File: src/rtl/intr_source_capture.sv
// Conditions raw peripheral interrupt lines (sync, polarity, edge/level, mask) for the priority controller.
// Optional OVERFLOW register and overflow_o output are built when INTR_CAPTURE_OVERFLOW_EN is defined.
module intr_source_capture #(
  parameter int INTR_WIDTH  = 16,
  parameter int INTR_ADDR   = 4,
  parameter int ADDR_WIDTH  = 4,
  parameter int SYNC_STAGES = 2
) (
  input  logic                  clk_i,
  input  logic                  rst_ni,
  input  logic [INTR_WIDTH-1:0] irq_raw_i,
  output logic [INTR_WIDTH-1:0] intr_o,
  input  logic [INTR_ADDR-1:0]  intr_id_i,
  input  logic                  intr_serviced_i,
  input  logic [ADDR_WIDTH-1:0] addr_i,
  input  logic [INTR_WIDTH-1:0] wr_data_i,
  input  logic                  wr_en_i,
  input  logic                  rd_en_i,
  input  logic                  valid_i,
  output logic [INTR_WIDTH-1:0] rd_data_o,
  output logic                  ready_o,
  output logic                  overflow_o
);

  localparam logic [ADDR_WIDTH-1:0] A_MASK = ADDR_WIDTH'(0);
  localparam logic [ADDR_WIDTH-1:0] A_EDGE = ADDR_WIDTH'(1);
  localparam logic [ADDR_WIDTH-1:0] A_POL  = ADDR_WIDTH'(2);
  localparam logic [ADDR_WIDTH-1:0] A_PEND = ADDR_WIDTH'(3);
  localparam logic [ADDR_WIDTH-1:0] A_OVF  = ADDR_WIDTH'(4);

  logic [INTR_WIDTH-1:0] sync_q [SYNC_STAGES];
  logic [INTR_WIDTH-1:0] mask_q, edge_q, pol_q, pend_q, s_d_q;
  logic                  svc_d_q;
  logic [INTR_WIDTH-1:0] s, rise, svc_clr, w1c_pend, edge_nxt, mode_chg, pend_edge, pend_nxt;
  logic [INTR_WIDTH-1:0] rd_mux;
  logic                  wr_acc, rd_acc, svc_rise;

  // Handshake: a cycle with valid_i and wr_en_i (write wins over rd_en_i) or valid_i and rd_en_i
  // is accepted at the clock edge; ready_o pulses for exactly one cycle afterwards, with rd_data_o
  // holding the read value for reads and 0 otherwise. There is no back-pressure.
  assign wr_acc = valid_i & wr_en_i;
  assign rd_acc = valid_i & rd_en_i & ~wr_en_i;

  assign s        = sync_q[SYNC_STAGES-1] ^ pol_q;
  assign rise     = s & ~s_d_q;
  assign svc_rise = intr_serviced_i & ~svc_d_q;
  assign svc_clr  = svc_rise ? (INTR_WIDTH'(1) << intr_id_i) : '0;
  assign w1c_pend = (wr_acc && addr_i == A_PEND) ? wr_data_i : '0;
  assign edge_nxt = (wr_acc && addr_i == A_EDGE) ? wr_data_i : edge_q;
  assign mode_chg = edge_nxt ^ edge_q;

  // Set beats clear; level bits simply track s; a mode switch wipes the bit for one cycle.
  assign pend_edge = (pend_q & ~(svc_clr | w1c_pend)) | rise;
  assign pend_nxt  = ((edge_q & pend_edge) | (~edge_q & s)) & ~mode_chg;

`ifdef INTR_CAPTURE_OVERFLOW_EN
  logic [INTR_WIDTH-1:0] ovf_q, ovf_nxt, w1c_ovf;
  assign w1c_ovf = (wr_acc && addr_i == A_OVF) ? wr_data_i : '0;
  assign ovf_nxt = (ovf_q & ~w1c_ovf) | (rise & pend_q & edge_q);

  always_ff @(posedge clk_i or negedge rst_ni) begin
    if (!rst_ni) begin
      ovf_q      <= '0;
      overflow_o <= 1'b0;
    end else begin
      ovf_q      <= ovf_nxt;
      overflow_o <= |ovf_q;
    end
  end
`else
  assign overflow_o = 1'b0;
`endif

  always_comb begin
    rd_mux = '0;
    case (addr_i)
      A_MASK: rd_mux = mask_q;
      A_EDGE: rd_mux = edge_q;
      A_POL:  rd_mux = pol_q;
      A_PEND: rd_mux = pend_q;
`ifdef INTR_CAPTURE_OVERFLOW_EN
      A_OVF:  rd_mux = ovf_q;
`endif
      default: rd_mux = '0;
    endcase
  end

  always_ff @(posedge clk_i or negedge rst_ni) begin
    if (!rst_ni) begin
      for (int k = 0; k < SYNC_STAGES; k++) sync_q[k] <= '0;
      mask_q    <= '0;
      edge_q    <= '0;
      pol_q     <= '0;
      pend_q    <= '0;
      s_d_q     <= '0;
      svc_d_q   <= 1'b0;
      intr_o    <= '0;
      rd_data_o <= '0;
      ready_o   <= 1'b0;
    end else begin
      sync_q[0] <= irq_raw_i;
      for (int k = 1; k < SYNC_STAGES; k++) sync_q[k] <= sync_q[k-1];
      if (wr_acc && addr_i == A_MASK) mask_q <= wr_data_i;
      if (wr_acc && addr_i == A_POL)  pol_q  <= wr_data_i;
      edge_q    <= edge_nxt;
      pend_q    <= pend_nxt;
      s_d_q     <= s;
      svc_d_q   <= intr_serviced_i;
      intr_o    <= pend_q & mask_q;
      ready_o   <= valid_i & (wr_en_i | rd_en_i);
      rd_data_o <= rd_acc ? rd_mux : '0;
    end
  end

endmodule

File: config.mk
export PLATFORM = sky130hd
export DESIGN_NAME = intr_source_capture
export DESIGN_NICKNAME = d
export VERILOG_FILES = /design/src/rtl/intr_source_capture.sv
export SDC_FILE = /design/constraint.sdc
export NUM_CORES = 1
export LEC_CHECK = 0
export BUFFER_PORTS_ARGS = -buffer_cell sky130_fd_sc_hd__buf_2
export CAP_MARGIN = 20
export CORE_MARGIN = 1.5
export CORE_UTILIZATION = 40
export CTS_CLUSTER_SIZE = 25
export DETAILED_ROUTE_END_ITERATION = 6
export RECOVER_POWER = 25
export SLEW_MARGIN = 20
export SYNTH_ARGS = -nofsm -noshare
export SYNTH_HDL_FRONTEND = slang
export SYNTH_SLANG_ARGS = --single-unit
export TNS_END_PERCENT = 1
File: constraint.sdc
create_clock -name clk_i -period 1.3 [get_ports clk_i]
set_clock_uncertainty 0.2 [all_clocks]
set_input_delay 0 -clock clk_i [delete_from_list [all_inputs] [get_ports clk_i]]
set_output_delay 0 -clock clk_i [all_outputs]
set_load 0.02 [all_outputs]
Word-level counts from Yosys, hierarchy flattened
Index checks and enable logic that the tools add are counted.
- eq/ne operators: 3
- reduce and logical (&&, ||, !) cells: 5
- bitwise gates (word level): 23
- shift-type cells: 1
- mux-type cells: 5
- operators by type and width (operator ; count):
    16-bit bitwise AND ; 6
    16-bit 2-to-1 mux ; 4
    16-bit NOT ; 4
    16-bit case mux with 4 select lines ; 1
    16-bit OR ; 3
    16-bit bitwise XOR ; 2
    1-bit by 4-bit left shift with 16-bit output (first input constant) ; 1
    4-bit by 2-bit equality test with 1-bit output (second input constant) ; 2
    1-bit bitwise AND ; 5
    4-bit by 1-bit equality test with 1-bit output (second input constant) ; 1
    1-bit logical AND ; 4
    4-bit logical NOT ; 1
    1-bit NOT ; 2
    1-bit OR ; 1
- output and inout port bits: 34
- register bits: 146
- bits of input ports: 46
- logic and storage cells: 48

Longest topological paths before layout
- word-level depth: 10
- mapped depth: 7
- gate-level depth less buffers: 4

Worst setup path before layout
No wires, ideal clock.
- path kind: input to register
- from: input addr_i[0]
- to: register mask_q[10]
- arrival: 1244 ps
- setup time: 125 ps
- path buffers: 2
- stages: 5
- slack: -269 ps
- data required time: 975 ps
- cell sequence: nor4_4 and3_1 buf_2 buf_4 mux2_2
- cells in the longest elaborated chain, start to end: 2
- RTL lines (what ; line ; text):
    from (decl) ; 15 ; input logic [ADDR_WIDTH-1:0] addr_i,
    4-bit logical NOT ; 103 ; if (wr_acc && addr_i == A_MASK) mask_q <= wr_data_i;
    1-bit logical AND ; 103 ;
    to (signal assigned) ; 103 ;
    to (decl) ; 32 ; logic [INTR_WIDTH-1:0] mask_q, edge_q, pol_q, pend_q, s_d_q;
No other way between the ends.
A chain may end at the register's enable or synchronous reset.

Final worst setup path
- from: register svc_d_q
- to: register pend_q[10]
- cells in the longest elaborated chain, start to end: 10
- RTL lines (what ; line ; text):
    from (decl) ; 33 ; logic svc_d_q;
    from (signal assigned) ; 108 ; svc_d_q <= intr_serviced_i;
    1-bit NOT ; 46 ; assign svc_rise = intr_serviced_i & ~svc_d_q;
    1-bit bitwise AND ; 46 ;
    16-bit 2-to-1 mux ; 47 ; assign svc_clr = svc_rise ? (INTR_WIDTH'(1) << intr_id_i) : '0;
    16-bit OR ; 53 ; assign pend_edge = (pend_q & ~(svc_clr | w1c_pend)) | rise;
    16-bit NOT ; 53 ;
    16-bit bitwise AND ; 53 ;
    16-bit OR ; 53 ;
    16-bit bitwise AND ; 54 ; assign pend_nxt = ((edge_q & pend_edge) | (~edge_q & s)) & ~mode_chg;
    16-bit OR ; 54 ;
    16-bit bitwise AND ; 54 ;
    net pend_nxt[10] ; 34 ; logic [INTR_WIDTH-1:0] s, rise, svc_clr, w1c_pend, edge_nxt, mode_chg, pend_edge, pend_nxt;
    to (signal assigned) ; 106 ; pend_q <= pend_nxt;
    to (decl) ; 32 ;
The timed path passes the listed nets, and every way through them passes these cells.

==> results.cfg <==
[logic_synthesis]
syn_avg_cell_area_sq_um = 12.88
ys_ff_latch = 146
synth.yosys.seq_area_share = 0.6376
yosysWarningCount = 0
async_reset_ff_frac = 1.000
synth_edf_count = 0
ys_types = 30
synth_area_sq_um = 5730
syn_inst = 445
ys.flop_type = dfrtp_1
synth_nets = 491

[floorplan]
num_rows = 43
ioPinCount = 80
die-height_um = 122.7
initial_core_util = 0.4112
core_area_sq_um = 13930
die_x_um = 122.7
die_area_sq_um = 15050

[worst_setup_path]
end_kind = register
path_cells = nor2b_2 > nand3b_1 > buf_6 > o211ai_1 > a221oi_2
slowest_stage = dfrtp_1
worst_ep_arrival_time_ns = 1.60
slowest_delay_ns = 0.37
critPathKind = reg -> reg
reg2reg_depth = 5
r2r_start = svc_d_q
critPathTopFamily = flip-flops
worstPathRequired_ns = 1.40
setup.worst_path.start = svc_d_q
startpoint_type = register
cp_max_fo = 4
critPathBufInv = 1
rr_endpoint = pend_q[10]
r2r_slack_ns = -0.19

[clock_tree]
clkTransAtPathRegs_ns = 0.06
root_buffer = clkbuf_16
cts.sinks = 146
cts_buffers = 17
cts_tree = yes
clk_path_buf_depth = 2
insertion_delay_ns = 0.43
hold_buffers = 51
cts.htree.levels = 4

[job]
maxCapViolations = 0

[drt]
viasPerCell = 5.101
ant_nets = 0
route.detailed.drc = 0
vias = 4244
wl_per_cell_um = 17.28
drt-initial-drc-count = 305
wirelength_um = 14380
drtPass1Iterations = 4

[layout]
antennaDiodeCount = 0
area_growth_pct = 40.72
final_cell_mix = dfrtp_1 (146), nand2_1 (83), buf_2 (78), buf_4 (58), dlygate4sd3_1 (50)
drive_gt1_frac = 0.3604
design_area_sq_um = 8064
final_nets = 685
layout_commonest_cell = dfrtp_1

[power]
p_sw_mw = 3.421
leakage_nw = 3.728
combinationalPowerShare = 0.175
power_frac_clock = 0.371
p_seq_frac = 0.454
switching_share = 0.2719
irDropWorstVdd_v = 0.001073
power_density_nw_per_um2 = 1561
power.internal_mw = 9.164

[global_route]
overflow = 0
grt_util_all_layers = 0.2086
grt_max_degree = 49
grt_first_pass_wirelength_um = 22890
antenna_found_initial = 0
grt_pass1_vias = 4402

[place]
dpl_cell_area_sq_um = 6862
port_buffers = 78
gp_congestion = 0.8259
dp_slack_ns = -0.2932
hpwlAfterDp_um = 9357

[sta]
fin_hold_ws_ns = -0.1710
tightest_slew_ns = 0.9954
max-slew-margin-rel = 0.3364
rsz0062_at_grt = yes
setup_tns_ns = -2.143
hold_viol_final = 17
fin_crit_ns = 1.494
fmax_mhz = 669.2
maxSlewViolCount = 0
setup_viol = 16
layout_worst_path_cycle_share = 1.149
fin_ws_ns = -0.1943

[run_status]
status = finished with violations
violations = negative hold slack, negative setup slack

[hold_path]
hold_path.class = in -> reg
hold_depth = 4
min_from = wr_en_i
hold_end = rd_data_o[15]
## routing by layer
layer | global-route usage | routed length, um | vias up
li1 | - | - | 1994
met1 | 0.2604 | 6148 | 2125
met2 | 0.3385 | 7221 | 97
met3 | 0.05576 | 622 | 28
met4 | 0.09593 | 387 | 0
met5 | 0 | 0 | -
## worst max-delay path by stage
| stage | to | depth (start not counted) |
|---|---|---|
| 6_report | pend_q[10] | 5 |
| 5_1_grt | pend_q[0] | 4 |
| 4_1_cts | pend_q[14] | 5 |
| 3_5_place_dp | pol_q[3] | 5 |
| 3_3_place_gp | pol_q[15] | 5 |
| 2_1_floorplan | pol_q[10] | 5 |
## synth_stat cells, types with 2 or more instances
cell type / number / area share
mux2_2: 32 / 0.063
nand3b_1: 2 / 0.0026
a221oi_1: 13 / 0.020
o2bb2ai_1: 16 / 0.024
and3_1: 4 / 0.0044
nand2b_1: 2 / 0.0022
buf_2: 5 / 0.0044
and2_1: 16 / 0.017
clkbuf_1: 8 / 0.0052
buf_6: 3 / 0.0059
a21oi_1: 16 / 0.014
nand2_1: 83 / 0.054
o211ai_1: 12 / 0.016
nor4b_4: 2 / 0.0083
dfrtp_1: 146 / 0.64
nand3_1: 2 / 0.0017
o311ai_0: 4 / 0.0061
xor2_1: 16 / 0.024
nor3b_1: 16 / 0.021
buf_4: 4 / 0.0052
a221oi_2: 3 / 0.0079
a22oi_1: 32 / 0.042
## power by group through the flow
stage               registers, mW  logic, mW  clock network [mW]
floorplan                    5.86      0.889                   0
global placement             5.73       1.96                   0
detailed placement           5.76       2.02                   0
CTS                          5.70       2.17                4.76
global route                 5.80       2.42                4.96
finish                       5.71       2.21                4.67
## flip-flops by register name (all words and copies together), names as in the netlist
register   cells
svc_d_q        1
pend_q        16
pol_q         16
intr_o        16
ready_o        1
edge_q        16
s_d_q         16
sync_q        32
rd_data_o     16
mask_q        16
## area by class of cell
| class | count | area (sq um) |
|---|---|---|
| clock buffer | 19 | 442.9 |
| clock inverter | 13 | 125.1 |
| fill | 1151 | 5871 |
| multi-input combinational | 278 | 2141 |
| sequential | 146 | 3654 |
| tap | 180 | 225.2 |
| timing repair buffer | 196 | 1476 |
## worst reg2reg max path, stage by stage, from the launching register on
cell and delay [ns]:
dfrtp_1 0.37, nor2b_2 0.18, nand3b_1 0.15, buf_6 0.16, o211ai_1 0.22, a221oi_2 0.08
## metrics by stage
stage                     power (mW)  utilization  std cells  hold WS, ns
after CTS                      12.63       0.5737        832      -0.1677
after detailed placement       7.778       0.4924        748      -0.2704
final                          12.59       0.5787        832      -0.1710
after global placement         7.685       0.4924        748      -0.2687
after global routing           13.18       0.5787        832      -0.1807
after floorplan                6.744            -        445      -0.4956
## what timing repair did
item / 4_1_cts / 5_1_grt
setup buffers: 1 / 0
resized for setup: 9 / 18
setup endpoints to repair: 16 / 33
pin swaps: 31 / 4
hold endpoints to repair: 244 / 47
## cell families (layout without fill, tap and decap cells)
group / count (synthesis) / count (layout) / synth area share
DFF: 146 / 146 / 0.6376
and+or+nand+nor: 132 / 132 / 0.1216
AOI/OAI and AO/OA: 97 / 97 / 0.1312
muxes: 32 / 32 / 0.06288
buffers and inverters: 21 / 228 / 0.02161
xor gates and xnor gates: 16 / 16 / 0.02445
other: 1 / 1 / 0.0006544
Note: power is estimated with default switching activity, not from simulation.
